<file path="src/rtl/dice_roll_button_pkg.sv">
// Shared types and constants for the dice roll-button front end.
package dice_pkg;

  typedef enum logic [1:0] {
    IDLE,
    PRESS_WAIT,
    HELD,
    RELEASE_WAIT
  } dice_btn_state_t;

  localparam int ROLL_CNT_W = 8;

  function automatic int max3(input int a, input int b, input int c);
    int m;
    m = (a > b) ? a : b;
    return (m > c) ? m : c;
  endfunction

endpackage

</file>
<file path="src/rtl/dice_roll_button_sync.sv">
// Two-flop synchroniser for the asynchronous button level.
module btn_sync (
  input  logic clk,
  input  logic rst,
  input  logic d,
  output logic q
);

  logic s1;

  always_ff @(posedge clk) begin
    if (rst) begin
      s1 <= 1'b0;
      q  <= 1'b0;
    end else begin
      s1 <= d;
      q  <= s1;
    end
  end

endmodule

</file>
<file path="src/rtl/dice_roll_button.sv">
// Debounced roll-request generator: one roll strobe per accepted press,
// optional auto-repeat while held, and a wrapping count of issued rolls.
//
// state        | meaning
// IDLE         | button released and stable
// PRESS_WAIT   | synchronised level high, qualifying the press
// HELD         | press accepted; repeat timing runs here
// RELEASE_WAIT | synchronised level low, qualifying the release
module dice_roll_button
  import dice_pkg::*;
#(
  parameter int DEBOUNCE_CYCLES = 16,
  parameter int REPEAT_EN       = 0,
  parameter int REPEAT_DELAY    = 32,
  parameter int REPEAT_PERIOD   = 8
) (
  input  logic                  clk,
  input  logic                  rst,
  input  logic                  btn_raw,
  output logic                  roll,
  output logic                  pressed,
  output logic [ROLL_CNT_W-1:0] roll_count
);

  localparam int CNT_W = $clog2(max3(DEBOUNCE_CYCLES, REPEAT_DELAY, REPEAT_PERIOD)) + 1;
  localparam logic [CNT_W-1:0] DEB_LAST = CNT_W'(DEBOUNCE_CYCLES - 1);
  localparam logic [CNT_W-1:0] DLY_LAST = CNT_W'(REPEAT_DELAY - 1);
  localparam logic [CNT_W-1:0] PER_LAST = CNT_W'(REPEAT_PERIOD - 1);

  logic            s2;
  dice_btn_state_t state, state_n;
  logic [CNT_W-1:0] cnt, cnt_n;
  logic            rep_phase, rep_phase_n;
  logic            roll_n;
  logic            rep_due;

  btn_sync u_sync (
    .clk (clk),
    .rst (rst),
    .d   (btn_raw),
    .q   (s2)
  );

  assign rep_due = rep_phase ? (cnt == PER_LAST) : (cnt == DLY_LAST);

  always_ff @(posedge clk) begin
    if (rst) begin
      state      <= IDLE;
      cnt        <= '0;
      rep_phase  <= 1'b0;
      roll       <= 1'b0;
      pressed    <= 1'b0;
      roll_count <= '0;
    end else begin
      state      <= state_n;
      cnt        <= cnt_n;
      rep_phase  <= rep_phase_n;
      roll       <= roll_n;
      pressed    <= (state_n == HELD) || (state_n == RELEASE_WAIT);
      roll_count <= roll_count + ROLL_CNT_W'(roll_n);
    end
  end

  always_comb begin
    state_n     = state;
    cnt_n       = cnt;
    rep_phase_n = rep_phase;
    roll_n      = 1'b0;
    case (state)
      IDLE: begin
        if (s2) begin
          state_n = PRESS_WAIT;
          cnt_n   = '0;
        end
      end
      PRESS_WAIT: begin
        if (!s2) begin
          state_n = IDLE;
        end else if (cnt == DEB_LAST) begin
          state_n     = HELD;
          cnt_n       = '0;
          rep_phase_n = 1'b0;
          roll_n      = 1'b1;
        end else begin
          cnt_n = cnt + 1'b1;
        end
      end
      HELD: begin
        if (!s2) begin
          state_n = RELEASE_WAIT;
          cnt_n   = '0;
        end else if (REPEAT_EN != 0) begin
          if (rep_due) begin
            cnt_n       = '0;
            rep_phase_n = 1'b1;
            // a period of 1 would otherwise hold roll high back to back
            roll_n      = !roll;
          end else begin
            cnt_n = cnt + 1'b1;
          end
        end
      end
      RELEASE_WAIT: begin
        if (s2) begin
          state_n     = HELD;
          cnt_n       = '0;
          rep_phase_n = 1'b0;
        end else if (cnt == DEB_LAST) begin
          state_n = IDLE;
        end else begin
          cnt_n = cnt + 1'b1;
        end
      end
      default: state_n = IDLE;
    endcase
  end

endmodule

</file>
<file path="config.mk">
export PLATFORM = sky130hd
export DESIGN_NAME = dice_roll_button
export DESIGN_NICKNAME = d
export VERILOG_FILES = /design/src/rtl/dice_roll_button_pkg.sv /design/src/rtl/dice_roll_button_sync.sv /design/src/rtl/dice_roll_button.sv
export SDC_FILE = /design/constraint.sdc
export NUM_CORES = 1
export LEC_CHECK = 0
export CORE_UTILIZATION = 55
export DETAILED_ROUTE_END_ITERATION = 7
export PLACE_DENSITY = 0.85
export SLEW_MARGIN = 15
export SYNTH_ARGS = -nofsm -noshare
export SYNTH_HDL_FRONTEND = slang
export SYNTH_HIERARCHICAL = 1
export SYNTH_SLANG_ARGS = --single-unit
</file>
<file path="constraint.sdc">
create_clock -name clk -period 5.35 [get_ports clk]
set_input_delay 0.8025 -clock clk [delete_from_list [all_inputs] [get_ports clk]]
set_output_delay 0.8025 -clock clk [all_outputs]
set_load 0.01 [all_outputs]
</file>
# Word level (Yosys, flattened, before mapping)
# Cells that the tools add are included.
totals:
  output_inout_bits: 10
  word_cells: 39
  ff_bits: 20
op_classes:
  n_reduce_logical: 3
  n_eq_ne: 10
  addsub: 2
  n_mux: 17
ops:
  columns: ["cell", "count"]
  rows:
  - ["2-to-1 mux 6 bit", 6]
  - ["one-hot mux 6 bit (4 select lines)", 1]
  - ["2-to-1 mux 2 bit", 6]
  - ["adder 8 x 1 -> 8 bit", 1]
  - ["== test 2 bit (second input constant)", 4]
  - ["one-hot mux 2 bit (4 select lines)", 1]
  - ["adder 6 x 1 -> 6 bit (second input constant)", 1]
  - ["== test 6 x 4 -> 1 bit (second input constant)", 1]
  - ["!= test 2 x 1 -> 1 bit (second input constant)", 2]
  - ["AND reduction 4 bit", 1]
  - ["2-to-1 mux 1 bit", 3]
  - ["!= test 3 x 2 -> 1 bit (second input constant)", 1]
  - ["== test 2 x 1 -> 1 bit (second input constant)", 1]
  - ["logical NOT 2 bit", 1]
  - ["!= test 2 bit (second input constant)", 1]
  - ["logical OR 1 bit", 1]

# Logic depth before layout (Yosys ltp)
logic_depth:
  depth_word: 6
  depth_mapped: 10
  ltp_nobuf: 9

# Hierarchy
# The synthesis kept the hierarchy.
by_module_without_submodules:
  columns: ["module", "seq_area_each_um2", "n_inst", "cells_each", "area_each_um2"]
  rows:
  - ["dice_roll_button", 340.3, 1, 91, 854.6]
  - ["btn_sync", 40.0, 1, 4, 52.6]

# Worst setup path before layout
# OpenSTA, ideal clock, no wires.
synth_timing:
  path_kind: "reg-to-reg"
  start: "register cnt[0]"
  end: "register roll_count[5]"
  arrival_time_ps: 1673
  t_required_ps: 5222
  n_path_buf: 1
  setup_ps: 128
  path_stages_with_launch: 11
  setup_slack_ps: 3549
  cell_sequence: "dfxtp_1 > ha_1 > and3_1 > buf_6 > nand2_4 > nor3_1 > ha_1 > and3_1 > nand3_1 > xor2_1 > nor2_1"
synth_via:
  elab_chain_cells: 5
synth_rtl:
  columns: ["element", "line", "source"]
  rows:
  - ["start: declaration", "dice_roll_button.sv:32", "logic [CNT_W-1:0] cnt, cnt_n;"]
  - ["start signal: assignment", "dice_roll_button.sv:56", "cnt <= cnt_n;"]
  - ["== test 6 x 4 -> 1 bit", "dice_roll_button.sv:79", "end else if (cnt == DEB_LAST) begin"]
  - ["2-to-1 mux 1 bit", "dice_roll_button.sv:79", null]
  - ["2-to-1 mux 1 bit", "dice_roll_button.sv:77", "if (!s2) begin"]
  - ["2-to-1 mux 1 bit", "dice_roll_button.sv:69", "case (state)"]
  - ["named net roll_n", "dice_roll_button.sv:34", "logic roll_n;"]
  - ["adder 8 x 1 -> 8 bit", "dice_roll_button.sv:60", "roll_count <= roll_count + ROLL_CNT_W'(roll_n);"]
  - ["end signal: assignment", "dice_roll_button.sv:60", null]
  - ["end: declaration", "dice_roll_button.sv:22", "output logic [ROLL_CNT_W-1:0] roll_count"]
# The timed path passes the listed nets, and every way through them passes these cells.
# A chain may end at the register's enable or synchronous reset.

# Final worst setup path
layout_timing:
  start: "register pressed"
  end: "output port pressed"
layout_lines:
  columns: ["element", "line", "source"]
  rows:
  - ["start: declaration", "dice_roll_button.sv:21", "output logic pressed,"]
  - ["start signal: assignment", "dice_roll_button.sv:59", "pressed <= (state_n == HELD) || (state_n == RELEASE_WAIT);"]
# No word-level cell between the ends.

==> run_results.csv <==
group,metric,value,unit
cts,cts_resized,0,
cts,clk_pin_slew_worst_paths,100,ps
floorplanning,die_h,42.6,um
synthesis,syn_avg_cell_area,9.55,um^2
worst_setup_path,start_kind,"flip-flop",
timing,slew_headroom,59.0,%
timing,fin_setup_tns,0,ps
worst_hold_path,hp-start,"u_sync/s1",
drt,first_pass_iters,4,
timing,fin_crit_sh,42.7,%
synthesis,synth_ff_type,"dfxtp_1",
finish,postLayoutCellArea,1050,um^2
synthesis,synth.area.top_cells,"dfxtp_1, ha_1, xor2_1, nand3_1, nor2_1",
worst_setup_path,path_max_fanout,11,
power,power.density,213,nW/um^2
global_routing,grt_pass1_wl,2930,um
synthesis,ys_async_sr_fraction,0,%
cts,cts_buffers,3,
worst_setup_path,r2r_start,"cnt[0]",
synthesis,synth_cell_types,38,
worst_setup_path,cp_top_family,"buffers and inverters",
cts,cts_root_buffer,"clkbuf_4",
global_routing,antenna_found_initial,0,
worst_setup_path,cp.arrival,1480,ps
worst_setup_path,required,4550,ps
synthesis,syn-num-nets,101,
timing,hold_viol_final,0,
finish,multi_input_area,488,um^2
synthesis,synth_top_cell_by_area,"dfxtp_1",
drt,first_iter_violations,14,
power,vdd_ir_drop_max,0.173,mV
drt,dr.max_layer_used,"met4",
placed_design,post_dp_cell_area,1020,um^2
synthesis,yosysWarnings,6,
worst_setup_path,startpoint,"pressed",
floorplanning,core_area,1520,um^2
floorplanning,floorplan.rows,14,
cts,postCtsSetupRepairBufs,0,
floorplanning,start_util,59.5,%
worst_setup_path,crit_chain,"clkdlybuf4s50_1",
synthesis,post-synth-top-count-cell,"dfxtp_1",
drt,vias,724,
flow_run,maxCapViolations,0,
drt,drc_errors,0,
timing,slew_violations,0,
global_routing,grt_util_all_layers,21.6,%
worst_setup_path,path_class,"reg2out",
worst_hold_path,min_path_type,"reg2reg",
cts,clkLatencyLatePin,300,ps
worst_setup_path,slowest_delay,610,ps
drt,route.met2.wl,722,um
synthesis,yosys-top-cells-count,"dfxtp_1, nor2_1, nand3_1",
timing,rsz0062_at_grt,"no",
cts,cts.sinks,19,
finish,seqCellArea,380,um^2
global_routing,grt_max_degree,19,
power,p_leak,0.421,nW
placed_design,io_buffers,12,
drt,drtAntennaViolNets,0,
finish,synthToLayoutAreaGrowth,15.4,%
synthesis,synth-edff-count,0,
finish,num_antenna_cells,0,
floorplanning,pin_count,13,
worst_setup_path,crit_buf_inv,1,
global_routing,grt_pass1_vias,680,
outcome,status,"complete, no violations",
drt,met3_length,70,um
placed_design,place.gp.congestion,0.864,
finish,fillCellCount,120,
finish,layout.nets,114,
synthesis,yosysTopAreaCellShare,41.9,%
timing,skew,3.43,ps
global_routing,grt.overflow.total,0,
cts,clk_path_buf_depth,2,
finish,drive_gt1_share,9.35,%
timing,finalSetupViolCount,0,
cts,cts_hold_buffers,0,
synthesis,synth_cells,95,
synthesis,ys_seq_area_share,41.9,%
timing,tightest_slew,613,ps
drt,wl_per_cell,13.4,um
timing,timing.fmax,438,MHz
cts,cts_tree,"done",
timing,period_minus_slack,2280,ps
drt,via_per_inst,5.89,
drt,wl_met1,808,um
worst_setup_path,critPathCaptureType,"output pin",
placed_design,place_hpwl,1210,um
synthesis,synth-seq-cells,19,
synthesis,synth_area,907,um^2
floorplanning,die-area,1820,um^2
cts,htreeDepth,1,
floorplanning,die-width,42.6,um
worst_setup_path,worst_path_max_delay_cell,"clkdlybuf4s50_1",
drt,wl,1650,um
==> registers in the layout (all words and copies together) (netlist names) <==
name        flops
u_sync/q        1
roll            1
state           1
u_sync/s1       1
roll_count      8
cnt             6
pressed         1
==> worst register-to-register path: cells and delay by family (launching register included) <==
kind                     cells  cell delay [ps]
AND/OR/NAND/NOR              5              790
flip-flops                   1              410
XOR/XNOR                     1              150
adder cells (fa/ha/maj)      3              640
==> placed cells by master (no fill, tap or decap), types with 2 or more instances in the layout <==
cell type,Yosys,routed
dfxtp_1,19,19
clkdlybuf4s50_1,0,12
nor2_1,7,7
nand3_1,6,6
and3_1,4,4
nand2_1,4,4
nor3_1,4,4
xor2_1,4,4
nor2b_1,4,4
xnor2_1,3,3
inv_1,3,3
a211o_1,3,3
a21oi_1,3,3
ha_1,3,3
clkbuf_4,0,3
nand3b_1,2,2
nand2b_1,2,2
o21ai_0,2,2
==> metrics by stage <==
stage	hold slack, ps	worst slack (ps)	instances	utilization (%)	total power, mW
final	454	3070	123	68.7	0.223
after global routing	478	3020	123	68.7	0.231
after CTS	456	3060	123	68.7	0.227
after detailed placement	438	2830	119	66.9	0.154
after global placement	427	2900	119	66.9	0.154
after floorplan	414	3550	95	-	0.151
==> kinds of logic (layout without fill, tap and decap cells) <==
kind of cell / Yosys count / in the layout / synth area share (%)
adders and majority gates: 3 / 3 / 4.14
muxes: 1 / 1 / 1.10
DFF: 19 / 19 / 41.9
and+or+nand+nor: 41 / 41 / 27.6
xor gates and xnor gates: 7 / 7 / 6.76
buffers and inverters: 7 / 19 / 4.28
AOI/OAI and AO/OA: 17 / 17 / 14.2
==> per-layer routing <==
layer,vias to the layer above,GRT usage (%)
met1,328,30.2
met2,25,30.5
li1,364,-
met3,7,3.02
met5,-,0
met4,0,14.4
==> path summary, 6_finish.rpt <==
check                                endpoint  cells after the start  slack [ps]
worst max-delay path                  pressed                      1        3070
worst min-delay path                 u_sync/q                      1         450
worst max register to register  roll_count[4]                      9        3260
worst min register to register       u_sync/q                      1         450
==> area by class of cell <==
class	count	area share, %
clock buffers	3	2.15
clock inverters	1	0.478
inverters	3	1.08
multi-input cells	69	46.6
flip-flops and latches	19	36.3
well taps	16	1.91
repair buffers	12	11.5
==> power by group <==
part	internal [mW]	switching [mW]	total (mW)
sequential	0.142	0.00136	0.144
combinational	0.00329	0.00398	0.00728
clock	0.0280	0.0446	0.0725
total	0.174	0.0499	0.223
No activity file was read; power rests on OpenSTA's default activity.
